## config.mk

```make
export PLATFORM = sky130hd
export DESIGN_NAME = pipeline_skid_reg
export DESIGN_NICKNAME = d
export VERILOG_FILES = /design/src/rtl/pipeline_skid_reg.sv
export SDC_FILE = /design/constraint.sdc
export NUM_CORES = 1
export LEC_CHECK = 0
export CAP_MARGIN = 20
export CORE_ASPECT_RATIO = 2
export CORE_UTILIZATION = 52
export CTS_CLUSTER_DIAMETER = 80
export DETAILED_ROUTE_END_ITERATION = 12
export PLACE_DENSITY_LB_ADDON = 0.05
export SYNTH_ARGS = -nofsm -noshare
export SYNTH_HDL_FRONTEND = slang
export SYNTH_SLANG_ARGS = --single-unit
export TNS_END_PERCENT = 5
```

## constraint.sdc

```tcl
create_clock -name clk -period 3.5 [get_ports clk]
set_clock_uncertainty 0.05 [all_clocks]
set_input_delay 0.35 -clock clk [delete_from_list [all_inputs] [get_ports clk]]
set_output_delay 0.35 -clock clk [all_outputs]
set_load 0.02 [all_outputs]
```

## src/rtl/pipeline_skid_reg.sv

```systemverilog
// Two-entry handshaked stage register (main + skid) with registered in_ready.
// Synchronous active-low reset and synchronous flush.
module pipeline_skid_reg #(
  parameter int WIDTH = 16
) (
  input  logic             clk,
  input  logic             reset,
  input  logic             flush,
  input  logic             in_valid,
  input  logic [WIDTH-1:0] in_data,
  output logic             in_ready,
  output logic             out_valid,
  input  logic             out_ready,
  output logic [WIDTH-1:0] pipeline_out,
  output logic [1:0]       occupancy
);

  typedef enum logic [1:0] {
    EMPTY = 2'd0,
    ONE   = 2'd1,
    TWO   = 2'd2
  } state_t;

  state_t           state_q;
  state_t           state_d;
  logic [WIDTH-1:0] main_q;
  logic [WIDTH-1:0] main_d;
  logic [WIDTH-1:0] skid_q;
  logic [WIDTH-1:0] skid_d;
  logic             accept;
  logic             take;

  always_comb begin
    out_valid = 1'b0;
    in_ready  = 1'b1;
    occupancy = 2'd0;
    unique case (1'b1)
      state_q == ONE: begin
        out_valid = 1'b1;
        occupancy = 2'd1;
      end
      state_q == TWO: begin
        out_valid = 1'b1;
        in_ready  = 1'b0;
        occupancy = 2'd2;
      end
      default: ;
    endcase
  end

  assign pipeline_out = main_q;
  assign accept = in_valid & in_ready;
  assign take   = out_valid & out_ready;

  always_comb begin
    state_d = state_q;
    main_d  = main_q;
    skid_d  = skid_q;
    if (flush) begin
      state_d = EMPTY;
    end else begin
      case (state_q)
        EMPTY: begin
          if (accept) begin
            main_d  = in_data;
            state_d = ONE;
          end
        end
        ONE: begin
          if (accept && take) begin
            main_d = in_data;
          end else if (accept) begin
            skid_d  = in_data;
            state_d = TWO;
          end else if (take) begin
            state_d = EMPTY;
          end
        end
        TWO: begin
          if (take) begin
            main_d  = skid_q;
            state_d = ONE;
          end
        end
        default: state_d = EMPTY;
      endcase
    end
  end

  always_ff @(posedge clk) begin
    if (!reset) begin
      state_q <= EMPTY;
      main_q  <= '0;
      skid_q  <= '0;
    end else begin
      state_q <= state_d;
      main_q  <= main_d;
      skid_q  <= skid_d;
    end
  end

endmodule

```

==> results of run 1 <==
==> per-layer routing <==
metal / up-vias / wire (µm) / global-route usage [%]
li1: 630 / - / -
met1: 599 / 1480 / 23.2
met2: 32 / 2070 / 44.4
met3: 4 / 135 / 4.62
met4: 0 / 42 / 11.3
met5: - / 0 / 0
==> registers in the layout (all words and copies together) (netlist names) <==
name,flops
state_q,2
skid_q,16
pipeline_out,16
==> final timing paths <==
path              startpoint                to  slack, ns
max               state_q[0]  pipeline_out[13]       0.91
min          pipeline_out[8]   pipeline_out[8]       0.46
max reg2reg       state_q[0]  pipeline_out[13]       0.91
min reg2reg  pipeline_out[8]   pipeline_out[8]       0.46
==> cell usage in the layout (no fill, tap or decap) <==
cell type,Yosys,routed
sky130_fd_sc_hd__nor3_1,2,2
sky130_fd_sc_hd__o221ai_1,1,1
sky130_fd_sc_hd__a2111oi_4,1,1
sky130_fd_sc_hd__o21ai_0,1,1
sky130_fd_sc_hd__dfxtp_1,34,34
sky130_fd_sc_hd__inv_1,4,4
sky130_fd_sc_hd__nand2b_1,3,3
sky130_fd_sc_hd__nor2b_1,17,17
sky130_fd_sc_hd__bufinv_16,0,2
sky130_fd_sc_hd__mux2i_1,32,32
sky130_fd_sc_hd__clkdlybuf4s50_1,0,40
sky130_fd_sc_hd__buf_4,0,3
sky130_fd_sc_hd__o211a_1,16,16
sky130_fd_sc_hd__mux2_2,2,2
sky130_fd_sc_hd__a21oi_1,1,1
sky130_fd_sc_hd__a211o_2,1,1
sky130_fd_sc_hd__nand3_1,16,16
sky130_fd_sc_hd__ha_1,4,4
sky130_fd_sc_hd__nor2_1,4,4
sky130_fd_sc_hd__and2_1,1,1
sky130_fd_sc_hd__and4b_1,1,1
sky130_fd_sc_hd__clkbuf_8,0,6
sky130_fd_sc_hd__nor2b_2,1,1
sky130_fd_sc_hd__nand3b_1,1,1
==> where the power goes <==
part / internal, mW / switching, mW / total, mW / leakage, nW
Sequential: 0.408 / 0.0134 / 0.422 / 0.277
Combinational: 0.0876 / 0.0814 / 0.169 / 0.676
Clock: 0.304 / 0.141 / 0.445 / 0.0714
==> per-stage QoR <==
step	hold slack, ns	cell area, µm²	worst slack [ns]	std cells
2_1_floorplan	0.428	1650	1.45	155
3_3_place_gp	0.440	2030	1.08	216
3_5_place_dp	0.442	2030	0.939	216
4_1_cts	0.459	2170	0.914	224
5_1_grt	0.473	2170	0.702	224
6_report	0.456	2170	0.906	224
==> area by class of cell <==
type	count	area, µm²
Clock buffer	6	82.6
Clock inverter	2	60.1
Fill cell	223	807
Inverter	4	15.0
Multi-Input combinational cell	105	872
Sequential cell	34	681
Tap cell	30	37.5
Timing Repair Buffer	43	423
==> cell families (layout without fill, tap and decap cells) <==
logic type	Yosys count	count (layout)	share of synthesized area, %
flops	34	34	41.3
compound gates	21	21	13.1
mux	34	34	20.8
simple gates	46	46	16.0
fa+ha+maj	4	4	3.04
buf+inv	16	55	5.70
==> critical path, cell delays in order, from the launching register on <==
cell and delay [ns]:
sky130_fd_sc_hd__dfxtp_1 0.33, sky130_fd_sc_hd__inv_1 0.10, sky130_fd_sc_hd__ha_1 0.52, sky130_fd_sc_hd__and4b_1 0.26, sky130_fd_sc_hd__nand2b_1 0.43, sky130_fd_sc_hd__and2_1 0.49
sky130_fd_sc_hd__o211a_1 0.29
==> results.rst, run 1 <==
.. list-table::
   :header-rows: 1

   * - Metric
     - Value
   * - Run status
     - completed
   * - Hold WC Path Type
     - flop to flop
   * - First-pass GRT wire length
     - 6000 µm
   * - Part of the Yosys area used for sequential elements
     - 41.3%
   * - Logic depth of the worst register-to-register path
     - 6
   * - Startpoint class of the critical path
     - flop
   * - Die Footprint
     - 3410 µm²
   * - Starting density of the core
     - 55.3%
   * - Clock net sink count
     - 34
   * - Pre-antenna DRT Iters
     - 4
   * - Pwr/cell area
     - 477 nW/µm²
   * - Most used DFF post-synth
     - sky130_fd_sc_hd__dfxtp_1
   * - Arrival time of the worst setup path
     - 2.72 ns
   * - Cell with the most instances after synthesis
     - sky130_fd_sc_hd__dfxtp_1
   * - Setup repair after global routing missed its margin
     - false
   * - Number of global-route vias before repair
     - 1330
   * - Critical path class
     - flop to flop
   * - Syn Std Cell Area
     - 1650 µm²
   * - Remaining number of nets flagged by the antenna check after routing
     - 0
   * - Highest achievable clock rate
     - 385 MHz
   * - Post-route DRC
     - 0
   * - Largest vdd supply drop
     - 0.453 mV
   * - Biggest fanout along the worst timing path
     - 17
   * - Slew Limit Fails
     - 0
   * - Die span in y
     - 81.6 µm
   * - Leak pwr
     - 1.03 nW
   * - Post-synthesis area per instance
     - 10.6 µm²
   * - Final weighted congestion of routability-driven global placement
     - 0.871
   * - Placeable Area
     - 2980 µm²
   * - Root buffer selected by CTS
     - sky130_fd_sc_hd__clkbuf_8
   * - Cells after Synth
     - 155
   * - Final setup violation count
     - 0
   * - Horizontal extent of the die
     - 41.8 µm
   * - Total global routing overflow
     - 0
   * - Total track usage
     - 23.2%
   * - Ratio of routed vias to standard cells
     - 5.65
   * - Final TNS setup
     - 0 ns
   * - Detailed Route WL
     - 3730 µm
   * - Final net count
     - 218
   * - Clock slew at reported path FFs
     - 0.07 ns
   * - Share of final-layout standard cells stronger than drive strength 1
     - 8.25%
   * - Synth top area cells
     - sky130_fd_sc_hd__dfxtp_1 (41%), sky130_fd_sc_hd__mux2i_1 (19%), sky130_fd_sc_hd__o211a_1 (9.7%)
   * - # diodes
     - 0
   * - Boundary Pins
     - 41
   * - Most used standard cells in the synthesized netlist
     - sky130_fd_sc_hd__dfxtp_1 (34), sky130_fd_sc_hd__mux2i_1 (32), sky130_fd_sc_hd__nor2b_1 (17), sky130_fd_sc_hd__nand3_1 (16), sky130_fd_sc_hd__o211a_1 (16)
   * - Pin count of the biggest net entering global routing
     - 34
   * - Headroom to the max-slew limit
     - 57.9%
   * - Clock tree from TritonCTS
     - done
   * - Max cap viols
     - 0
   * - Slew at the pin with the worst max-slew slack
     - 0.632 ns
   * - Count of final hold-check violations
     - 0
   * - Fin crit share
     - 74.1%
   * - Data required time of the worst path
     - 3.62 ns
   * - Worst-Skew Late Latency
     - 0.28 ns
   * - Leading area contributor after synthesis
     - sky130_fd_sc_hd__dfxtp_1
   * - Synth cell types
     - 25
   * - Hold-critical path depth
     - 1
   * - Depth of the CTS H-tree
     - 2
   * - Mean routed wirelength per cell
     - 16.6 µm
   * - Ys async rst share
     - 0%
   * - Post-CTS Setup Repair Bufs
     - 0
   * - DR iter-0 viols
     - 33
   * - Count of hold buffers inserted by post-cts repair
     - 0
   * - Total number of placement rows
     - 28
   * - Number of gates given a new drive strength after cts
     - 0
   * - Antenna violations before repair
     - 0
   * - Synthesis-to-layout area growth
     - 31.8%
   * - Detailed-placement wirelength estimate
     - 2540 µm
   * - Syn Nets
     - 180
   * - Routed via count
     - 1265
   * - Crit. End Element
     - flop
   * - Number of buffers inserted during clock tree synthesis
     - 5
   * - Post-route minimum period
     - 2.59 ns
   * - Number of enable flip-flop cells after synthesis
     - 0
   * - Flop and latch count out of synthesis
     - 34
   * - Share of the synthesized area in the top cell type
     - 41.3%
   * - Utilization after layout
     - 72.9%
   * - Warning count from the yosys run
     - 0
   * - Largest buffer count on any clock path
     - 2
   * - Buffers added on ports
     - 40
   * - Overall power
     - 1.04 mW
No activity file was read; power rests on OpenSTA's default activity.
==> inputs of run 2 (changes only) <==
- CORE_UTILIZATION: 52 -> 44
- clock period: 3.5 -> 2.2 ns (I/O delays scaled with it)
==> results.rst, run 2 (synthesized netlist as in run 1, its figures left out) <==
.. list-table::
   :header-rows: 1

   * - Metric
     - Value
   * - Logic depth of the worst register-to-register path
     - 6 (unchanged)
   * - Largest vdd supply drop
     - 0.493 mV (+8.6%)
   * - Arrival time of the worst setup path
     - 1.79 ns (-0.93 ns)
   * - Final weighted congestion of routability-driven global placement
     - 0.854 (-1.9%)
   * - Data required time of the worst path
     - 1.93 ns (-1.69 ns)
   * - Worst-Skew Late Latency
     - 0.28 ns (about the same)
   * - Clock tree from TritonCTS
     - done
   * - Die span in y
     - 88.5 µm (+8.5%)
   * - Buffers added on ports
     - 40 (unchanged)
   * - Buffers & Inverters on Critical Path
     - 3 (+2)
   * - Library cell contributing the largest single delay on the critical path
     - sky130_fd_sc_hd__clkdlybuf4s50_1
   * - Horizontal extent of the die
     - 45.3 µm (+8.3%)
   * - DR iter-0 viols
     - 23 (-30%)
   * - Pre-antenna DRT Iters
     - 4 (unchanged)
   * - Sink of the worst hold path
     - pipeline_out[12]
   * - Routed via count
     - 1302 (+2.9%)
   * - Number of buffers inserted during clock tree synthesis
     - 5 (unchanged)
   * - Final setup violation count
     - 0 (unchanged)
   * - Boundary Pins
     - 41 (unchanged)
   * - Fin crit share
     - 93.5%
   * - Starting density of the core
     - 45.6% (-9.6 points)
   * - Post-CTS Setup Repair Bufs
     - 0 (unchanged)
   * - Worst slack, placed
     - 0.257 ns (-0.682 ns)
   * - Detailed-placement wirelength estimate
     - 2700 µm (+6.3%)
   * - Count of final hold-check violations
     - 0 (unchanged)
   * - Leading cell type in the layout, fill and taps excluded
     - sky130_fd_sc_hd__clkdlybuf4s50_1
   * - Pwr/cell area
     - 651 nW/µm² (+37%)
   * - Detailed Route WL
     - 3610 µm (-3.1%)
   * - Total track usage
     - 19.8% (-3.4 points)
   * - Slew Limit Fails
     - 0 (unchanged)
   * - Crit. End Element
     - primary output
   * - Max cap viols
     - 0 (unchanged)
   * - Total global routing overflow
     - 0 (unchanged)
   * - Headroom to the max-slew limit
     - 67.4% (+9.5 points)
   * - Number of global-route vias before repair
     - 1336 (+0.45%)
   * - Slew at the pin with the worst max-slew slack
     - 0.489 ns (-0.143 ns)
   * - Cell with the most instances on the worst path
     - sky130_fd_sc_hd__inv_1
   * - Final net count
     - 222 (+1.8%)
   * - Top cell family by delay on the critical path
     - buffers and inverters
   * - Remaining number of nets flagged by the antenna check after routing
     - 0 (unchanged)
   * - Critical path class
     - flop to primary output
   * - Biggest fanout along the worst timing path
     - 8 (-9)
   * - Cell area after placement
     - 2080 µm² (+2.7%)
   * - Leading cell types in the layout, fill and taps excluded
     - sky130_fd_sc_hd__clkdlybuf4s50_1 (40), sky130_fd_sc_hd__dfxtp_1 (34), sky130_fd_sc_hd__mux2i_1 (32)
   * - # diodes
     - 0 (unchanged)
   * - CP startpoint
     - state_q[0]
   * - Worst reg-to-reg setup slack
     - 0.25 ns (-0.66 ns)
   * - Die Footprint
     - 4010 µm² (+17%)
   * - Mean routed wirelength per cell
     - 14.6 µm (-12%)
   * - Number of gates given a new drive strength after cts
     - 0 (unchanged)
   * - Synthesis-to-layout area growth
     - 32.2%
   * - Endpoint of the worst register-to-register path
     - skid_q[11]
   * - Clock slew at reported path FFs
     - 0.07 ns (about the same)
   * - Cell-by-cell listing of the critical path
     - inv_1 -> ha_1 -> inv_1 -> clkdlybuf4s50_1
   * - First-pass GRT wire length
     - 5710 µm (-4.8%)
   * - Root buffer selected by CTS
     - sky130_fd_sc_hd__clkbuf_8
   * - Clock net sink count
     - 34 (unchanged)
   * - Startpoint of the worst hold path
     - pipeline_out[12]
   * - Leak pwr
     - 1.02 nW (-0.44%)
   * - Number of filler instances in the final layout
     - 310 (+39%)
   * - Pin count of the biggest net entering global routing
     - 21 (-38%)
   * - Antenna violations before repair
     - 0 (unchanged)
   * - Overall power
     - 1.42 mW (+37%)
   * - Launch instance of the worst register-to-register path
     - state_q[0]
   * - Share of final-layout standard cells stronger than drive strength 1
     - 10.1% (+1.9 points)
   * - Run status
     - completed
   * - Post-route minimum period
     - 2.06 ns
   * - Highest achievable clock rate
     - 486 MHz
   * - Count of hold buffers inserted by post-cts repair
     - 0 (unchanged)
   * - Ratio of routed vias to standard cells
     - 5.27 (-6.7%)
   * - Depth of the CTS H-tree
     - 2 (unchanged)
   * - Largest buffer count on any clock path
     - 2 (unchanged)
   * - Total number of placement rows
     - 31 (+11%)
   * - Fin area
     - 2180 µm² (+0.29%)
   * - Critical Path Max Stage Delay
     - 0.61 ns (+0.09 ns)
   * - Setup repair after global routing missed its margin
     - false
   * - Post-route DRC
     - 0 (unchanged)
   * - Startpoint class of the critical path
     - flop
   * - Min setup slack post-route
     - 0.143 ns (-0.762 ns)
   * - Placeable Area
     - 3610 µm² (+21%)
   * - Hold-critical path depth
     - 1 (unchanged)
   * - Final TNS setup
     - 0 ns (unchanged)
   * - Hold WC Path Type
     - flop to flop
## run 2: cell count changes in the layout (fill, tap and decap cells not counted)
cell,previous run,this run
sky130_fd_sc_hd__clkinv_2,0,1
sky130_fd_sc_hd__bufinv_16,2,0
sky130_fd_sc_hd__clkinvlp_4,0,1
sky130_fd_sc_hd__buf_4,3,7
## run 2: per-layer routing
layer	routed length, µm	track usage (%)
met1	1370	18.5
met2	1990	37.5
met3	156	4.49
met4	97	9.92
met5	0	0
## run 2: metrics by stage
stage,std cells,utilization (%),hold slack [ns]
6_report,247,60.4,0.451
2_1_floorplan,155,-,0.298
3_3_place_gp,239,57.7,0.435
3_5_place_dp,239,57.7,0.440
5_1_grt,247,60.4,0.479
4_1_cts,247,60.4,0.461
## run 2: where the power goes
part           switching, mW  internal [mW]
clock                  0.223          0.251
combinational          0.130          0.145
sequential            0.0193          0.650
total                  0.372           1.05
## run 2: final cells by class
cell class,instances,area [µm²],area share (%)
tap,49,61.3,2.82
sequential,34,681,31.3
timing repair buffer,47,453,20.8
inverter,4,15.0,0.690
multi-input combinational,105,872,40.1
clock buffer,6,82.6,3.79
clock inverter,2,12.5,0.575
## run 2: how the worst max path moves through the flow
stage                            to  slack, ns  cells past startpoint
global placement    pipeline_out[9]       0.31                      6
floorplan           pipeline_out[0]       0.15                      9
finish                     in_ready       0.14                      4
CTS                        in_ready       0.13                      4
global route               in_ready       0.06                      4
detailed placement  pipeline_out[5]       0.26                      6
==> inputs of run 3 (changes only) <==
- CORE_UTILIZATION: 44 -> 52
- clock period: 2.2 -> 2.64 ns (I/O delays scaled with it)
==> results.rst, run 3 (synthesized netlist as in run 1, its figures left out) <==
.. list-table::
   :header-rows: 1

   * - Metric
     - Value
   * - Global routing met1 resource utilization
     - 21.7% (+3.2 points)
   * - Depth of the CTS H-tree
     - 2 (unchanged)
   * - Boundary Pins
     - 41 (unchanged)
   * - Max cap viols
     - 0 (unchanged)
   * - Total number of placement rows
     - 28 (-9.7%)
   * - Total track usage
     - 22.1% (+2.3 points)
   * - Post-route DRC
     - 0 (unchanged)
   * - Utilization after layout
     - 72.2% (+12 points)
   * - Number of filler instances in the final layout
     - 234 (-25%)
   * - Starting density of the core
     - 55.3% (+9.6 points)
   * - Setup repair after global routing missed its margin
     - false
   * - Power dissipated by switching net loads
     - 297 µW (-20%)
   * - Die Footprint
     - 3410 µm² (-15%)
   * - DR iter-0 viols
     - 20 (-13%)
   * - Leak pwr
     - 1.02 nW (-0.46%)
   * - Met2 Resource Use GR
     - 43.4% (+5.9 points)
   * - Final setup violation count
     - 0 (unchanged)
   * - Met3 global-route usage
     - 3.74% (-0.75 points)
   * - Largest vdd supply drop
     - 0.537 mV (+9.1%)
   * - Pre-antenna DRT Iters
     - 4 (unchanged)
   * - Clock slew at reported path FFs
     - 0.06 ns (about the same)
   * - Min Hold Slack
     - 0.450 ns (-0.00157 ns)
   * - Clock power frac
     - 36.7% (+3.3 points)
   * - Clock net sink count
     - 34 (unchanged)
   * - Worst-Skew Late Latency
     - 0.27 ns (about the same)
   * - Detailed Route WL
     - 3570 µm (-1.3%)
   * - # diodes
     - 0 (unchanged)
   * - Routed via count
     - 1289 (-1.0%)
   * - Share of final-layout standard cells stronger than drive strength 1
     - 8.16% (-1.9 points)
   * - Share of power burned in registers
     - 45.0% (-2.2 points)
   * - Clock tree from TritonCTS
     - done
   * - Die span in y
     - 81.6 µm (-7.8%)
   * - Leading cell type in the layout, fill and taps excluded
     - sky130_fd_sc_hd__clkdlybuf4s50_1
   * - Crit. End Element
     - primary output
   * - Pin count of the biggest net entering global routing
     - 29 (+38%)
   * - Number of gates given a new drive strength after cts
     - 0 (unchanged)
   * - Run status
     - completed
   * - Data required time of the worst path
     - 2.33 ns (+0.40 ns)
   * - Antenna violations before repair
     - 0 (unchanged)
   * - Startpoint class of the critical path
     - flop
   * - Synthesis-to-layout area growth
     - 30.5%
   * - Leading cell types in the layout, fill and taps excluded
     - sky130_fd_sc_hd__clkdlybuf4s50_1 (40), sky130_fd_sc_hd__dfxtp_1 (34), sky130_fd_sc_hd__mux2i_1 (32)
   * - Ratio of routed vias to standard cells
     - 5.70 (+8.2%)
   * - Final TNS setup
     - 0 ns (unchanged)
   * - Startpoint of the worst hold path
     - pipeline_out[6]
   * - Critical path class
     - flop to primary output
   * - Layer with the highest usage after global routing
     - met2
   * - Final net count
     - 220 (-0.90%)
   * - Slew Limit Fails
     - 0 (unchanged)
   * - Headroom to the max-slew limit
     - 58.9% (-8.5 points)
   * - Hold WC Path Type
     - flop to flop
   * - Largest buffer count on any clock path
     - 2 (unchanged)
   * - Highest achievable clock rate
     - 450 MHz
   * - CP startpoint
     - state_q[0]
   * - Detailed-placement wirelength estimate
     - 2580 µm (-4.1%)
   * - Horizontal extent of the die
     - 41.8 µm (-7.7%)
   * - Count of final hold-check violations
     - 0 (unchanged)
   * - Placeable Area
     - 2980 µm² (-17%)
   * - Biggest fanout along the worst timing path
     - 8 (unchanged)
   * - Remaining number of nets flagged by the antenna check after routing
     - 0 (unchanged)
   * - Buffers added on ports
     - 40 (unchanged)
   * - Total global routing overflow
     - 0 (unchanged)
   * - Count of hold buffers inserted by post-cts repair
     - 0 (unchanged)
   * - Share of total power consumed by net switching
     - 24.0% (-2.3 points)
   * - Post-CTS Setup Repair Bufs
     - 0 (unchanged)
   * - Arrival time of the worst setup path
     - 1.91 ns (+0.12 ns)
   * - Pwr/cell area
     - 576 nW/µm² (-12%)
   * - First-pass GRT wire length
     - 5820 µm (+1.8%)
   * - Internal power summed over all cells
     - 942 µW (-9.9%)
   * - Post-route minimum period
     - 2.22 ns
   * - Slew at the pin with the worst max-slew slack
     - 0.617 ns (+0.128 ns)
   * - Root buffer selected by CTS
     - sky130_fd_sc_hd__clkbuf_8
   * - Fin crit share
     - 84.3%
   * - Mean routed wirelength per cell
     - 15.8 µm (+7.9%)
   * - Launch instance of the worst register-to-register path
     - state_q[0]
   * - Share of power burned in combinational logic
     - 18.3% (-1.1 points)
   * - Number of global-route vias before repair
     - 1348 (+0.90%)
   * - Number of buffers inserted during clock tree synthesis
     - 5 (unchanged)
   * - Final weighted congestion of routability-driven global placement
     - 0.798 (-6.6%)
==> run 3: power groups by stage <==
stage          registers [mW]  clock network (mW)  logic, mW
2_1_floorplan           0.594                   0      0.101
3_5_place_dp            0.569                   0      0.227
3_3_place_gp            0.568                   0      0.222
6_report                0.558               0.455      0.226
4_1_cts                 0.558               0.466      0.228
5_1_grt                 0.560               0.485      0.242
==> run 3: worst max-delay path, cell delays in order, from the launching register on <==
cell and delay [ns]:
sky130_fd_sc_hd__dfxtp_1 0.33, sky130_fd_sc_hd__inv_1 0.11, sky130_fd_sc_hd__ha_1 0.35, sky130_fd_sc_hd__buf_4 0.23, sky130_fd_sc_hd__clkdlybuf4s50_1 0.61
==> run 3: final timing paths <==
check	endpoint	slack (ns)	cells after the start
setup / recovery	occupancy[1]	0.42	4
hold / removal	pipeline_out[6]	0.45	1
setup reg to reg	pipeline_out[11]	0.48	6
hold reg to reg	pipeline_out[6]	0.45	1
==> run 3: layer usage <==
metal / vias up / routed length (µm)
met5: - / 0
met1: 610 / 1300
li1: 636 / -
met4: 0 / 77
met3: 9 / 133
met2: 34 / 2060
==> run 3: final cells by class <==
cell class                      instances  area (µm²)  area share [%]
Tap cell                               30        37.5            1.75
Multi-Input combinational cell        105         872            40.6
Sequential cell                        34         681            31.7
Inverter                                4        15.0           0.698
Clock buffer                            7        76.3            3.55
Clock inverter                          1        30.0            1.40
Timing Repair Buffer                   45         438            20.4
==> run 3: stage by stage <==
stage	worst slack [ns]	cells	total power, mW	cell area, µm²
after detailed placement	0.433	218	0.796	2040
after global placement	0.508	218	0.790	2040
after global routing	0.323	226	1.29	2150
after CTS	0.406	226	1.25	2150
after floorplan	0.589	155	0.695	1650
final	0.416	226	1.24	2150
